## config.mk

```make
export PLATFORM = sky130hd
export DESIGN_NAME = copro_mem_bridge_flat
export DESIGN_NICKNAME = d
export VERILOG_FILES = /design/src/rtl/copro_mem_pkg.sv /design/src/rtl/copro_mem_bridge_if.sv /design/src/rtl/copro_clken_gen.sv /design/src/rtl/copro_mem_bridge.sv /design/src/flat_wrapper.sv
export SDC_FILE = /design/constraint.sdc
export NUM_CORES = 1
export LEC_CHECK = 0
export CAP_MARGIN = 0
export CORE_MARGIN = 2
export CORE_UTILIZATION = 60
export DETAILED_ROUTE_END_ITERATION = 7
export DONT_BUFFER_PORTS = 1
export PLACE_DENSITY_LB_ADDON = 0.05
export RECOVER_POWER = 25
export SKIP_CTS_REPAIR_TIMING = 1
export SYNTH_ARGS = -nofsm -noshare
export SYNTH_HDL_FRONTEND = slang
export SYNTH_SLANG_ARGS = --single-unit
export TNS_END_PERCENT = 50
```

## constraint.sdc

```tcl
create_clock -name clk_cpu -period 4.8 [get_ports clk_cpu]
set_input_delay 1.2 -clock clk_cpu [delete_from_list [all_inputs] [get_ports clk_cpu]]
set_output_delay 1.2 -clock clk_cpu [all_outputs]
set_load 0.1 [all_outputs]
```

## src/rtl/copro_mem_pkg.sv

```systemverilog
// Shared definitions for the 6502 co-processor memory bridge.
//   state_t        : request FSM states (settle, wait for ack, done)
//   DEF_*          : default parameter values for the bridge
//   sat_inc16      : saturating 16-bit increment used by the stall counter
package copro_mem_pkg;

    typedef enum logic [1:0] {
        S_SETTLE = 2'd0,
        S_WAIT   = 2'd1,
        S_DONE   = 2'd2
    } state_t;

    localparam int         DEF_CLKEN_DIV = 8;
    localparam int         DEF_SETTLE    = 1;
    localparam int         DEF_MEM_AW    = 24;
    localparam logic [7:0] DEF_MEM_BASE  = 8'h10;

    function automatic logic [15:0] sat_inc16(input logic [15:0] v);
        return (v == 16'hFFFF) ? v : v + 16'd1;
    endfunction

endpackage

```

## src/rtl/copro_mem_bridge_if.sv

```systemverilog
// Byte-wide request/acknowledge memory port between the bridge (master)
// and the shared memory controller (slave).
//   mem_req  : request, level, held until the ack cycle
//   mem_we   : 1 = write, 0 = read
//   mem_addr : full memory address
//   mem_din  : write data towards memory
//   mem_dout : read data from memory, valid with mem_ack
//   mem_ack  : one-cycle acknowledge
interface copro_mem_bridge_if #(
    parameter int MEM_AW = 24
);
    logic              mem_req;
    logic              mem_we;
    logic [MEM_AW-1:0] mem_addr;
    logic [7:0]        mem_din;
    logic [7:0]        mem_dout;
    logic              mem_ack;

    modport master (
        output mem_req, mem_we, mem_addr, mem_din,
        input  mem_dout, mem_ack
    );

    modport slave (
        input  mem_req, mem_we, mem_addr, mem_din,
        output mem_dout, mem_ack
    );
endinterface

```

## src/rtl/copro_clken_gen.sv

```systemverilog
// CPU clock-enable generator. An 8-bit phase counter runs 0..CLKEN_DIV-1;
// it parks on the last phase while hold is high, which stretches the CPU
// cycle. A registered one-cycle pulse is issued when the last phase is
// left (i.e. at_last with hold low).
//   clk_cpu, reset : clock, synchronous active-high reset
//   hold           : keep the counter on its last phase
//   phase          : current phase value
//   at_last        : phase == CLKEN_DIV-1
//   cpu_clken      : registered one-cycle enable pulse
module copro_clken_gen #(
    parameter int CLKEN_DIV = 8
) (
    input  logic       clk_cpu,
    input  logic       reset,
    input  logic       hold,
    output logic [7:0] phase,
    output logic       at_last,
    output logic       cpu_clken
);
    localparam logic [7:0] LAST_PHASE = 8'(CLKEN_DIV - 1);

    logic [7:0] phase_reg;
    logic       clken_reg;

    assign at_last   = (phase_reg == LAST_PHASE);
    assign phase     = phase_reg;
    assign cpu_clken = clken_reg;

    always_ff @(posedge clk_cpu) begin
        if (reset) begin
            phase_reg <= 8'd0;
            clken_reg <= 1'b0;
        end else begin
            // Pulse only on the wrap, so two pulses are always at least
            // CLKEN_DIV cycles apart.
            clken_reg <= at_last && !hold;
            if (!at_last) begin
                phase_reg <= phase_reg + 8'd1;
            end else if (!hold) begin
                phase_reg <= 8'd0;
            end
        end
    end
endmodule

```

## src/rtl/copro_mem_bridge.sv

```systemverilog
// Bridge from the co-processor's external RAM port to a shared byte-wide
// request/ack memory. Every CPU cycle becomes exactly one memory
// transaction (non-RAM cycles go out as reads whose data is ignored).
// cpu_clken is withheld until the transaction has completed, so a late
// memory stretches the CPU cycle instead of returning stale read data.
//   clk_cpu, reset      : clock, synchronous active-high reset
//   cpu_clken           : CPU enable pulse
//   ram_addr/_data_in/_wr : CPU address, write data, write strobe
//   ram_data_out        : read data back to the CPU
//   mem                 : memory port (master side)
//   stall_count         : saturating count of stretch cycles
module copro_mem_bridge
    import copro_mem_pkg::*;
#(
    parameter int                CLKEN_DIV = DEF_CLKEN_DIV,
    parameter int                SETTLE    = DEF_SETTLE,
    parameter int                MEM_AW    = DEF_MEM_AW,
    parameter logic [MEM_AW-17:0] MEM_BASE = (MEM_AW-16)'(DEF_MEM_BASE)
) (
    input  logic                clk_cpu,
    input  logic                reset,
    output logic                cpu_clken,
    input  logic [15:0]         ram_addr,
    input  logic [7:0]          ram_data_in,
    input  logic                ram_wr,
    output logic [7:0]          ram_data_out,
    copro_mem_bridge_if.master  mem,
    output logic [15:0]         stall_count
);
    state_t            state_reg, state_next;
    logic              req_reg, req_next;
    logic              we_reg, we_next;
    logic [MEM_AW-1:0] addr_reg, addr_next;
    logic [7:0]        din_reg, din_next;
    logic [7:0]        data_reg, data_next;
    logic [15:0]       stall_reg, stall_next;

    logic [7:0] phase;
    logic       at_last;
    logic       hold;

    // The phase counter may only wrap once the transaction is finished.
    assign hold = (state_reg != S_DONE);

    copro_clken_gen #(
        .CLKEN_DIV (CLKEN_DIV)
    ) u_clken (
        .clk_cpu   (clk_cpu),
        .reset     (reset),
        .hold      (hold),
        .phase     (phase),
        .at_last   (at_last),
        .cpu_clken (cpu_clken)
    );

    always_comb begin
        state_next = state_reg;
        req_next   = req_reg;
        we_next    = we_reg;
        addr_next  = addr_reg;
        din_next   = din_reg;
        data_next  = data_reg;
        stall_next = stall_reg;

        case (state_reg)
            S_SETTLE: begin
                // CPU outputs have had SETTLE cycles to become valid.
                if (phase == 8'(SETTLE)) begin
                    addr_next  = {MEM_BASE, ram_addr};
                    we_next    = ram_wr;
                    din_next   = ram_data_in;
                    req_next   = 1'b1;
                    state_next = S_WAIT;
                end
            end
            S_WAIT: begin
                // Fields stay frozen until the ack; acks in other states
                // are spurious and deliberately ignored.
                if (mem.mem_ack) begin
                    req_next = 1'b0;
                    if (!we_reg) begin
                        data_next = mem.mem_dout;
                    end
                    state_next = S_DONE;
                end
            end
            S_DONE: begin
                if (at_last) begin
                    state_next = S_SETTLE;
                end
            end
            default: state_next = S_SETTLE;
        endcase

        // Every cycle parked on the last phase is one cycle of stretch.
        if (at_last && hold) begin
            stall_next = sat_inc16(stall_reg);
        end
    end

    always_ff @(posedge clk_cpu) begin
        if (reset) begin
            state_reg <= S_SETTLE;
            req_reg   <= 1'b0;
            we_reg    <= 1'b0;
            addr_reg  <= '0;
            din_reg   <= 8'd0;
            data_reg  <= 8'h00;
            stall_reg <= 16'd0;
        end else begin
            state_reg <= state_next;
            req_reg   <= req_next;
            we_reg    <= we_next;
            addr_reg  <= addr_next;
            din_reg   <= din_next;
            data_reg  <= data_next;
            stall_reg <= stall_next;
        end
    end

    assign mem.mem_req   = req_reg;
    assign mem.mem_we    = we_reg;
    assign mem.mem_addr  = addr_reg;
    assign mem.mem_din   = din_reg;
    assign ram_data_out  = data_reg;
    assign stall_count   = stall_reg;
endmodule

```

## src/flat_wrapper.sv

```systemverilog
// flat-port wrapper written by rule: the top's interface ports become plain ports
module copro_mem_bridge_flat import copro_mem_pkg::*;
#(
    parameter int                CLKEN_DIV = DEF_CLKEN_DIV,
    parameter int                SETTLE    = DEF_SETTLE,
    parameter int                MEM_AW    = DEF_MEM_AW,
    parameter logic [MEM_AW-17:0] MEM_BASE = (MEM_AW-16)'(DEF_MEM_BASE)
)
  (clk_cpu, reset, cpu_clken, ram_addr, ram_data_in, ram_wr, ram_data_out, stall_count, mem_mem_req, mem_mem_we, mem_mem_addr, mem_mem_din, mem_mem_dout, mem_mem_ack);
  copro_mem_bridge_if #(.MEM_AW(MEM_AW)) mem_i ();
  input  logic clk_cpu;
  input  logic reset;
  output logic cpu_clken;
  input  logic [15:0] ram_addr;
  input  logic [7:0] ram_data_in;
  input  logic ram_wr;
  output logic [7:0] ram_data_out;
  output logic [15:0] stall_count;
  output wire logic [$bits(mem_i.mem_req)-1:0] mem_mem_req;
  output wire logic [$bits(mem_i.mem_we)-1:0] mem_mem_we;
  output wire logic [$bits(mem_i.mem_addr)-1:0] mem_mem_addr;
  output wire logic [$bits(mem_i.mem_din)-1:0] mem_mem_din;
  input wire logic [$bits(mem_i.mem_dout)-1:0] mem_mem_dout;
  input wire logic [$bits(mem_i.mem_ack)-1:0] mem_mem_ack;
  assign mem_mem_req = mem_i.mem_req;
  assign mem_mem_we = mem_i.mem_we;
  assign mem_mem_addr = mem_i.mem_addr;
  assign mem_mem_din = mem_i.mem_din;
  assign mem_i.mem_dout = mem_mem_dout;
  assign mem_i.mem_ack = mem_mem_ack;
  copro_mem_bridge #(.CLKEN_DIV(CLKEN_DIV), .SETTLE(SETTLE), .MEM_AW(MEM_AW), .MEM_BASE(MEM_BASE)) u_core (.clk_cpu(clk_cpu), .reset(reset), .cpu_clken(cpu_clken), .ram_addr(ram_addr), .ram_data_in(ram_data_in), .ram_wr(ram_wr), .ram_data_out(ram_data_out), .mem(mem_i), .stall_count(stall_count));
endmodule
```

==> results by group <==
Outcome
  – Outcome: finished clean

Clock network
  – Clk slew on worst S/H paths: 70 ps
  – Worst-skew pair later-pin latency: 330 ps
  – Htree depth: 3
  – Sink Count: 62
  – CTS tree: yes
  – Clk root buf: clkbuf_8
  – Num CTS Buffers: 9
  – Clk buf depth: 2

GRT
  – Initial antenna violation count: 0
  – Gr usage total: 0.2124
  – Met1 usage: 0.2502
  – GR Util met2: 0.3237
  – Vias in the first global route: 1,795
  – GRT overflow: 0
  – Pin count of the biggest net entering global routing: 64
  – First-pass GRT wire length: 8.197 mm
  – Global routing met3 resource utilization: 0.09302
  – Gr busiest metal: met2

Setup path
  – Critical Path RT: 5020 ps
  – Worst Path Class, Setup: register to register
  – Crit-path cells: nand4_1 > nor4_2 > buf_4 > nor3_1 > xnor2_1 > nor2_1
  – Arrival time at the worst endpoint: 3030 ps
  – Max incr delay on CP: 1050 ps
  – Worst reg-to-reg path cell count: 6
  – R2R Setup Slk: 2000 ps
  – CP delay by family, top: simple AND/OR/NAND/NOR gates
  – CP startpoint kind: register
  – Worst-path fanout max: 11
  – RR Startpoint: u_core.stall_count[8]
  – Worst Setup End Kind: register
  – R2R Path End: u_core.stall_count[6]
  – Buffers plus inverters on the worst setup path: 1
  – Worst path slowest cell: dfxtp_1

Synth
  – Synth top area share: 0.4813
  – Top cell type by total area after synthesis: dfxtp_1
  – Seq/Total Area, Yosys: 0.4813
  – Dominant cells by area after synthesis: dfxtp_1 (48%), nand2_1 (8.6%), a21oi_1 (6.0%)
  – Synth cell types: 41
  – Most common flop cell mapped by yosys: dfxtp_1
  – Syn Inst Count: 296
  – Synth warn: 0
  – Synthesized area: 2579 µm²
  – Asr flop ratio synth: 0
  – Mean Syn Cell Area: 8.712 µm²
  – Post-synth EDFFs: 0
  – Seq cells post-synth: 62

Timing
  – RSZ-0062 raised after global routing: false
  – Min cycle time layout: 2804 ps
  – Clk_skew: 7.370 ps
  – Fmax: 0.3567 GHz
  – Fin. Hold Viols: 0
  – Final setup fails: 0
  – Period utilization: 0.5841
  – Worst-Margin Slew: 1104 ps
  – Relative slew slack: 0.2630
  – Setup TNS Final: 0 ps
  – Final Max Tran Viols: 0

Worst hold path
  – Hold Crit Start: u_core.u_clken.phase[7]
  – Hold Path Class: register to register
  – Hold Path Depth: 2
  – Hold Crit Endpoint: u_core.u_clken.phase[7]

Drt
  – Via/cell ratio: 5.504
  – Via count: 1,910
  – Detailed Routing Iterations Pass 1: 4
  – Antenna-violating nets left: 0
  – DRC: 0
  – WL final: 4.872 mm
  – Wire per inst: 14.04 µm
  – 1st-iter DRT viols: 58

Flow run
  – Max-cap violations: 0

Floorplan
  – Core Footprint: 4058 µm²
  – Die width: 69.56 µm
  – Row cnt: 23
  – Initial Util: 0.6355
  – Io pins: 95
  – Die area: 4839 µm²
  – Die H: 69.56 µm

Cells and area
  – Number of diodes: 0
  – Commonest non-fill, non-tap cell in the layout: dfxtp_1
  – Final #Nets: 331
  – Synthesis-to-finish area growth: 6.308%
  – Fraction of layout cells with a size suffix above 1: 0.09091
  – Max FFs per register: 17
  – Filler cell count in the final layout: 357
  – Final Util: 0.6756
  – Most frequent cells in the layout: dfxtp_1 (62), nand2_1 (59), nor2_1 (37)

Placement
  – Routability congestion estimate: 0.7190
  – Post-DP HPWL: 3.245 mm
  – PortBufs: 0

Power and ir drop
  – Pwr/cell area: 437.8 nW/µm²
  – P_leak: 0.0009572 µW
  – IR drop worst, VDD: 0.2471 mV
==> where the power goes <==
group          internal [µW]  switching [µW]
registers                538             161
logic                   22.7            59.1
clock network            228             192
==> cell type report <==
type | count | area (µm²) | area share
inverter | 3 | 11.26 | 0.004108
timing repair buffer | 2 | 11.26 | 0.004108
sequential | 62 | 1241 | 0.4528
multi-input combinational | 214 | 1229 | 0.4482
clock buffer | 13 | 168.9 | 0.06162
tap | 50 | 62.56 | 0.02282
clock inverter | 3 | 17.52 | 0.006390
==> cells by family after synthesis <==
family,share of synthesized area
AO/OA/AOI/OAI,0.07375
XOR/XNOR,0.05434
adder cells (fa/ha/maj),0.01456
buffers and inverters,0.05386
flip-flops,0.4813
multiplexers,0.03542
other,0.001454
AND/OR/NAND/NOR,0.2853
==> synthesized netlist by cell type, drive strengths merged, types with 5 or more instances <==
cell type / n
nand3: 10
xnor2: 11
dfxtp: 62
nor2: 37
nor4: 6
nand4: 5
a21oi: 31
nand2: 59
clkbuf: 14
xor2: 5
nor3: 5
mux2i: 8
buf: 9
==> through the flow <==
stage	instance area, µm²	worst slack, ps	hold WS [ps]	power (µW)	std cells
finish	2741	1996	511.7	1200	347
floorplan	2601	1886	481.2	790.0	302
detailed placement	2566	2102	503.7	793.6	331
global placement	2566	2194	499.4	790.9	331
CTS	2753	2063	523.2	1213	347
global route	2741	1851	523.2	1250	347
==> worst reg2reg max path, stage by stage (launching register included) <==
cell and delay [ps]:
dfxtp_1 1050, nand4_1 430, nor4_2 590, buf_4 300
nor3_1 90, xnor2_1 190, nor2_1 50
==> layer usage <==
layer	vias to the layer above	routed length, µm
met4	0	112
met1	856	2164
met3	14	401
li1	968	-
met5	-	0
met2	72	2195
==> how the worst max path moves through the flow <==
stage                                from                     end  slack [ps]  cells after the start
global route        u_core.stall_count[7]   u_core.stall_count[6]        1850                      6
floorplan           u_core.stall_count[7]   u_core.stall_count[0]        1890                      6
detailed placement  u_core.stall_count[7]   u_core.stall_count[6]        2100                      6
global placement    u_core.stall_count[2]  u_core.stall_count[15]        2190                      5
finish              u_core.stall_count[8]   u_core.stall_count[6]        2000                      6
CTS                 u_core.stall_count[7]   u_core.stall_count[6]        2060                      6
(Power assumes the default switching activity.)
